[src/rtl/serial_pkg.sv]
// Constants and state type shared by both ends of the bit-serial link.
package serial_pkg;
   localparam int WORD_W = 8;
   localparam int IDX_W  = 3;
   localparam logic [IDX_W-1:0] LAST_IDX = IDX_W'(WORD_W - 1);

   typedef enum logic {FILL, PEND} deser_state_t;
endpackage

[src/rtl/word_hold.sv]
// Single-entry valid/ready holding register: load sets valid, drain clears it,
// load and drain together replace the word, and the word is frozen while stalled.
import serial_pkg::*;

module word_hold (
   input  logic              i_clk,
   input  logic              i_rst_n,
   input  logic              i_load,
   input  logic [WORD_W-1:0] i_load_word,
   input  logic              i_word_ready,
   output logic              o_word_valid,
   output logic [WORD_W-1:0] o_data_word
);

   always_ff @(posedge i_clk or negedge i_rst_n) begin
      if (!i_rst_n) begin
         o_word_valid <= 1'b0;
         o_data_word  <= '0;
      end else begin
         o_word_valid <= i_load || (o_word_valid && !i_word_ready);
         if (i_load) o_data_word <= i_load_word;
      end
   end

endmodule

[src/rtl/deser8.sv]
// Bit-serial to parallel receiver: LSB-first shift stage with a FILL/PEND FSM
// feeding a holding stage, so the next word can stream in while one waits.
import serial_pkg::*;

module deser8 (
   input  logic              i_clk,
   input  logic              i_rst_n,
   input  logic              i_clear,
   input  logic              i_bit_valid,
   input  logic              i_data_bit,
   output logic              o_bit_ready,
   output logic [IDX_W-1:0]  o_con_choice,
   output logic              o_busy,
   output logic [WORD_W-1:0] o_data_word,
   output logic              o_word_valid,
   input  logic              i_word_ready
);

   // Handshakes: a beat transfers on a rising edge where valid && ready;
   // ready never depends combinationally on the matching valid.

   deser_state_t      state, state_nxt;
   logic [IDX_W-1:0]  idx, idx_nxt;
   logic [WORD_W-1:0] shift, shift_nxt;
   logic              load;
   logic [WORD_W-1:0] load_word;
   logic              bit_acc, drain, hold_free;

   assign o_bit_ready  = (state == FILL);
   assign o_con_choice = idx;
   assign o_busy       = (state == PEND) || (idx != '0);

   assign bit_acc   = i_bit_valid && o_bit_ready;
   assign drain     = o_word_valid && i_word_ready;
   assign hold_free = !o_word_valid || i_word_ready;

   always_ff @(posedge i_clk or negedge i_rst_n) begin
      if (!i_rst_n) begin
         state <= FILL;
         idx   <= '0;
         shift <= '0;
      end else begin
         state <= state_nxt;
         idx   <= idx_nxt;
         shift <= shift_nxt;
      end
   end

   always_comb begin
      state_nxt = state;
      idx_nxt   = idx;
      shift_nxt = shift;
      load      = 1'b0;
      load_word = shift;
      // Clear wins over a same-cycle accept, so that bit is dropped.
      if (i_clear) begin
         state_nxt = FILL;
         idx_nxt   = '0;
         shift_nxt = '0;
      end else begin
         case (state)
            FILL: begin
               if (bit_acc) begin
                  shift_nxt[idx] = i_data_bit;
                  idx_nxt        = idx + 1'b1;
                  if (idx == LAST_IDX) begin
                     if (hold_free) begin
                        load      = 1'b1;
                        load_word = shift_nxt;
                     end else begin
                        state_nxt = PEND;
                     end
                  end
               end
            end
            PEND: begin
               if (drain) begin
                  load      = 1'b1;
                  load_word = shift;
                  state_nxt = FILL;
                  idx_nxt   = '0;
               end
            end
            default: state_nxt = FILL;
         endcase
      end
   end

   word_hold u_hold (
      .i_clk        (i_clk),
      .i_rst_n      (i_rst_n),
      .i_load       (load),
      .i_load_word  (load_word),
      .i_word_ready (i_word_ready),
      .o_word_valid (o_word_valid),
      .o_data_word  (o_data_word)
   );

endmodule

[config.mk]
export PLATFORM = sky130hd
export DESIGN_NAME = deser8
export DESIGN_NICKNAME = d
export VERILOG_FILES = /design/src/rtl/serial_pkg.sv /design/src/rtl/word_hold.sv /design/src/rtl/deser8.sv
export SDC_FILE = /design/constraint.sdc
export NUM_CORES = 1
export LEC_CHECK = 0
export ABC_AREA = 1
export ABC_CLOCK_PERIOD_IN_PS = 1500
export CAP_MARGIN = 20
export CORE_ASPECT_RATIO = 1.4
export CORE_MARGIN = 5
export CORE_UTILIZATION = 40
export DETAILED_ROUTE_END_ITERATION = 8
export PLACE_DENSITY = 0.65
export SETUP_SLACK_MARGIN = 0.1
export SLEW_MARGIN = 40
export SYNTH_ARGS = -nofsm -noshare
export SYNTH_HDL_FRONTEND = slang
export SYNTH_HIERARCHICAL = 1
export SYNTH_SLANG_ARGS = --single-unit
[constraint.sdc]
create_clock -name i_clk -period 1.5 [get_ports i_clk]
set_input_delay 0.45 -clock i_clk [delete_from_list [all_inputs] [get_ports i_clk]]
set_output_delay 0.45 -clock i_clk [all_outputs]
set_load 0.03 [all_outputs]
* Word-level counts from Yosys, hierarchy flattened
Cells that the tools add are included.
** Cells by class
- Order comparisons :: 2
- $add $sub $neg :: 1
- Equal/unequal tests :: 4
- Muxes and demuxes :: 27
- Reduce and logical (&&, ||, !) cells :: 13
- Bitwise logic cells :: 1
** Operators by type and width (count)
- two-way mux 8 bit :: 7
- case mux 8 bit (2 select lines) :: 1
- two-way mux 1 bit :: 11
- two-way mux 3 bit :: 3
- bitwise mux 8 bit :: 1
- inequality test 3 x 2 -> 1 bit, second input constant :: 2
- case mux 3 bit (2 select lines) :: 1
- logical AND 1 bit :: 4
- < comparator 3 x 4 -> 1 bit, second input constant :: 1
- case mux 1 bit (2 select lines) :: 2
- AND reduction 2 bit :: 2
- adder 3 x 1 -> 3 bit, second input constant :: 1
- demux 1 bit (select 3 bit) :: 1
- == test 3 bit, second input constant :: 1
- greater-or-equal comparator 3 x 1 -> 1 bit, second input constant :: 1
- logical OR 1 bit :: 3
- nonzero test 3 bit :: 1
- zero test 1 bit :: 2
- inequality test 2 bit, second input constant :: 1
- nonzero test 2 bit :: 1
- inverter 1 bit :: 1
** Storage, ports and cells
- Word-level logic and storage cells :: 53
- Input port bits :: 6
- Flip-flop bits (word level) :: 21
- Output and inout bits :: 14

* Depth between registers and ports, before layout
Gate-level depths: netlist of the first run.
- Depth after elaboration :: 10
- Gate-level depth with buffers :: 10
- Depth with buffers taken out :: 10

* Cells and area by module
The synthesis of the first run kept the hierarchy.
** By module, submodules not included
- deser8 :: cells each 132, area an instance 883.3 um^2, sequential area each 300.3 um^2, instances 1
- word_hold :: cells each 38, area an instance 341.6 um^2, sequential area each 225.2 um^2, instances 1

* Least setup slack after synthesis of the first run
OpenSTA, ideal clock, no wires.
- Path kind :: reg-to-output
- Start point :: register idx[0] (netlist: o_con_choice[0])
- End point :: output o_busy
- Data required time :: 1.050 ns
- Cell stages (with the launch flop) :: 6
- Path slack :: -0.224 ns
- Buffers on the path :: 2
- Arrival :: 1.274 ns
- Cells stage by stage :: dfrtp_1 > buf_6 > inv_2 > buf_6 > ha_1 > nand3_1
** On the way
- Word-level cells in the longest chain between the ends :: 2
** Ends and longest elaborated chain
- start, declared :: line deser8.sv:23 : logic [IDX_W-1:0] idx, idx_nxt;
- start signal, assigned :: line deser8.sv:44 : idx <= idx_nxt;
- nonzero test 3 bit :: line deser8.sv:31 : assign o_busy = (state == PEND) || (idx != '0);
- logical OR 1 bit :: line deser8.sv:31
- end, declared :: line deser8.sv:13 : output logic o_busy,
Every way passes these cells.

* Worst setup path in the final report of the first run
Ends and elaborated chain as after synthesis.

==> run summary, run 1 <==
The run finished, with violations left. The final reports fail on setup timing. The final setup slack of the worst path is -0.07128 ns. The remaining max-slew budget at the tightest pin is 81.70%.

The cell sitting at the root of the clock tree is a sky130_fd_sc_hd__clkbuf_8. The xor and xnor fraction of the mapped netlist area is 0%. The unique cell type count in the Yosys netlist is 19. During synthesis, Yosys emitted a total of 6 warnings. Setup violations remaining at the end of the flow were counted as 3. The endpoint required time on the critical path is around 1.1 ns. Summing all placed instances gives a cell area of roughly 1600 µm². After synthesis, the largest family of logic cells by area is simple AND/OR/NAND/NOR gates. The nature of the critical path startpoint is a flop. The growth of design area from synthesis to finish is 37.08%.

After routing the design area is roughly 1700 µm². The height of the die came out at around 75 µm. The full die area is ~4300 µm².

The via count came out at 1174. The x dimension of the die is between 50 and 60 µm. Setup repair after global routing could not meet its margin everywhere.

The netlist area before placement is around 1200 µm². The power per cell area came out at 703.9 nW/µm². The via count of the first global-routing pass is approximately 1200. STA classifies the critical path endpoint as an output pin.

The worst hold path was traced through 2 stages. The number of register bits inferred by synthesis came out at 21. The detailed-placement wirelength estimate came out at between 2000 and 2500 µm. The initial antenna violation count came out at 0. The core area came out at roughly 2900 µm².

The total clock buffers created by CTS came out at 3. The post-synthesis share of cell area spent on and, or, nand and nor gates came out at 42.90%. Input and output buffers added on the ports amount to 19.

The path category of the worst min-delay check is reg2reg. The remaining antenna violation count is 0. Global routing consumed, over all layers together, 14.51% of the routing resources. The wire length of the first global-routing pass came out at between 4000 and 5000 µm. The synthesized netlist devotes under 10% of its cell area to compound gates. Of all nets on the critical path, the largest fanout is 4. The cts-stage hold buffer count came out at 0. The placement row count is 23. The mux share of post-synthesis cell area came out at 0%. 0 antenna diodes ended up in the layout. The total count of max-transition violations in the final report came to 0.

The detail-routed via count per cell is 4.851. The mean routed wirelength per cell is ~12 µm. The setup clock skew after layout is 0.001314 ns. The reg-to-reg setup timing slack came out at -0.01 ns. Synthesis produced 170 cells. The maximum ir drop on the vdd rail is 524.0 µV.

After the last flow step, the layout net total stands at 215. The number of hold-slack violations in the final timing report was 0. The clock period minus worst slack came out at 1.571 ns.

TritonCTS built the clock tree. The pin count of the biggest net entering global routing came out at 22. The CTS H-tree depth came out at 1.

The number of cell instances on the worst register-to-register path is 10. The highest clock frequency the design can meet came out at 636.4 MHz. The total nets after synthesis came out at approximately 180.

Dividing the final minimum period by the clock period gives 104.8%. The number of cells in the finished layout apart from fillers came out at roughly 240. Once the floorplan was initialized, standard cells occupied between 40 and 50% of the core. The setup TNS came out at -0.07811 ns. The per-instance average area after synthesis came out at 7.205 µm². The start-to-end type of the worst setup path is reg2out.

The overall power consumption is around 1.2 mW. For this design the static power due to leakage is approximately 0.92 nW. The measured slew at the worst slew-check pin came out at 0.2745 ns. The post-detailed-route DRC marker count came out at 0.

The number of clock sinks came out at 21. At the placement stage, the worst setup path has a slack of -0.2865 ns. The clock insertion delay at the later pin of the skew report is ~0.26 ns.

Across the run, the number of max-cap violations was 0. The detailed-router iteration count before antenna repair is 4. The remaining global-route overflow is 0. The post-detailed-routing wire length is between 2000 and 3000 µm. The post-synthesis sequential area ratio came out at between 40% and 50%. At the end of routability-driven placement, the weighted congestion stood at 0.8365.

The adder-cell area share of the yosys netlist is a little over 3%. Counting along the longest clock path gives a buffer depth of 2. The number of DRC violations after detailed-routing iteration 0 came out at 27. The ratio of cells with drive above 1 in the final layout came out at approximately a third. The arrival time reported for the critical path endpoint came out at 1.12 ns.

In this run, placement finished with an instance count of about 230. The register clock-pin slew on the reported worst setup and hold paths is ~0.080 ns. During I/O placement, the number of pins put on the boundary was 20.
## cell type report
type                       instances  area (µm²)
fill                             282        1227
clock buffer                       3       41.29
sequential                        21       528.0
clock inverter                     1       5.005
inverter                          11       43.79
tap                               37       46.29
timing repair buffer              38       341.6
multi-input combinational        131       673.1
## metrics by stage
| step | utilization [%] | hold WS (ns) |
|---|---|---|
| 2_1_floorplan | - | 0.1544 |
| 3_3_place_gp | 53.42 | 0.4563 |
| 3_5_place_dp | 53.42 | 0.4660 |
| 4_1_cts | 56.35 | 0.4850 |
| 5_1_grt | 57.77 | 0.4979 |
| 6_report | 57.77 | 0.4813 |
## worst paths after layout
kind | startpoint | endpoint
max | o_con_choice[0]$_DFFE_PN0P_ | o_busy
min | u_hold/o_data_word[0]$_DFFE_PN0P_ | u_hold/o_data_word[0]$_DFFE_PN0P_
max reg2reg | o_con_choice[0]$_DFFE_PN0P_ | u_hold/o_data_word[6]$_DFFE_PN0P_
min reg2reg | u_hold/o_data_word[0]$_DFFE_PN0P_ | u_hold/o_data_word[0]$_DFFE_PN0P_
max in group asynchronous | i_rst_n | o_con_choice[1]$_DFFE_PN0P_
min in group asynchronous | i_rst_n | u_hold/o_word_valid$_DFF_PN0_
## cells in the mapped netlist, drive strengths merged
cell type	n	area share, %
nand4	6	3.6
nand3	10	4.1
nor3	1	0.82
nor2	5	3.6
ha	3	3.1
inv	11	3.4
dfrtp	21	43
buf	7	5.0
nand2	100	31
o21ai	6	2.8
## flip-flops by register name, summed over array words and instances (netlist names)
register,count
o_con_choice,3
shift,8
state,1
u_hold/o_data_word,8
u_hold/o_word_valid,1
## what timing repair did
action / CTS / global route
buffers inserted: 3 / 1
endpoints found under the setup margin: 15 / 26
gates resized for setup: 20 / 25
pin swaps: 0 / 11
cloned: 0 / 1
## critical path, stage by stage (launching register included)
cell	delay, ns
sky130_fd_sc_hd__dfrtp_2	0.44
sky130_fd_sc_hd__inv_2	0.08
sky130_fd_sc_hd__ha_4	0.13
sky130_fd_sc_hd__nand3_4	0.06
sky130_fd_sc_hd__buf_6	0.14
## cell families after synthesis
logic type | after synthesis
DFF | 21
AOI/OAI and AO/OA | 6
and+or+nand+nor | 122
buffers and inverters | 18
adders and majority gates | 3
## routing by layer
metal,wire length [µm],GRT usage [%]
met5,0,0
met4,48,7.216
met3,98,1.695
met2,1594,28.15
met1,1250,15.57
## power breakdown
part | internal, mW | switching [mW] | total [mW]
logic | 0.0959 | 0.120 | 0.216
clock network | 0.185 | 0.196 | 0.381
registers | 0.576 | 0.00933 | 0.585
## placed cells by master, fill, tap and decap left out
cell,count
sky130_fd_sc_hd__clkbuf_8,3
sky130_fd_sc_hd__buf_2,4
sky130_fd_sc_hd__clkdlybuf4s15_2,1
sky130_fd_sc_hd__dfrtp_1,19
sky130_fd_sc_hd__ha_4,1
sky130_fd_sc_hd__o21ai_2,1
sky130_fd_sc_hd__inv_2,6
sky130_fd_sc_hd__nand2_2,7
sky130_fd_sc_hd__nand2_1,93
sky130_fd_sc_hd__clkdlybuf4s50_1,4
sky130_fd_sc_hd__nor2_1,1
sky130_fd_sc_hd__buf_6,6
sky130_fd_sc_hd__o21ai_1,3
sky130_fd_sc_hd__ha_2,2
sky130_fd_sc_hd__nand3_4,1
sky130_fd_sc_hd__o21ai_0,1
sky130_fd_sc_hd__o21ai_4,1
sky130_fd_sc_hd__nor2_4,4
sky130_fd_sc_hd__nor3_4,1
sky130_fd_sc_hd__nand3_1,9
sky130_fd_sc_hd__dlymetal6s2s_1,1
sky130_fd_sc_hd__inv_1,4
sky130_fd_sc_hd__dfrtp_2,2
sky130_fd_sc_hd__buf_12,2
sky130_fd_sc_hd__buf_4,20
sky130_fd_sc_hd__inv_4,1
sky130_fd_sc_hd__nand4_4,1
sky130_fd_sc_hd__clkinv_2,1
sky130_fd_sc_hd__nand4_1,5
(Power assumes the default switching activity.)
==> run 2: changes to the inputs <==
CTS_BUF_LIST = sky130_fd_sc_hd__clkbuf_4 sky130_fd_sc_hd__clkbuf_8 sky130_fd_sc_hd__clkbuf_16   (was not set)
GPL_ROUTABILITY_DRIVEN = 1   (was not set)
==> results of run 2 <==
Same layout as run 1: the final DEF is identical, and so are final timing and power.
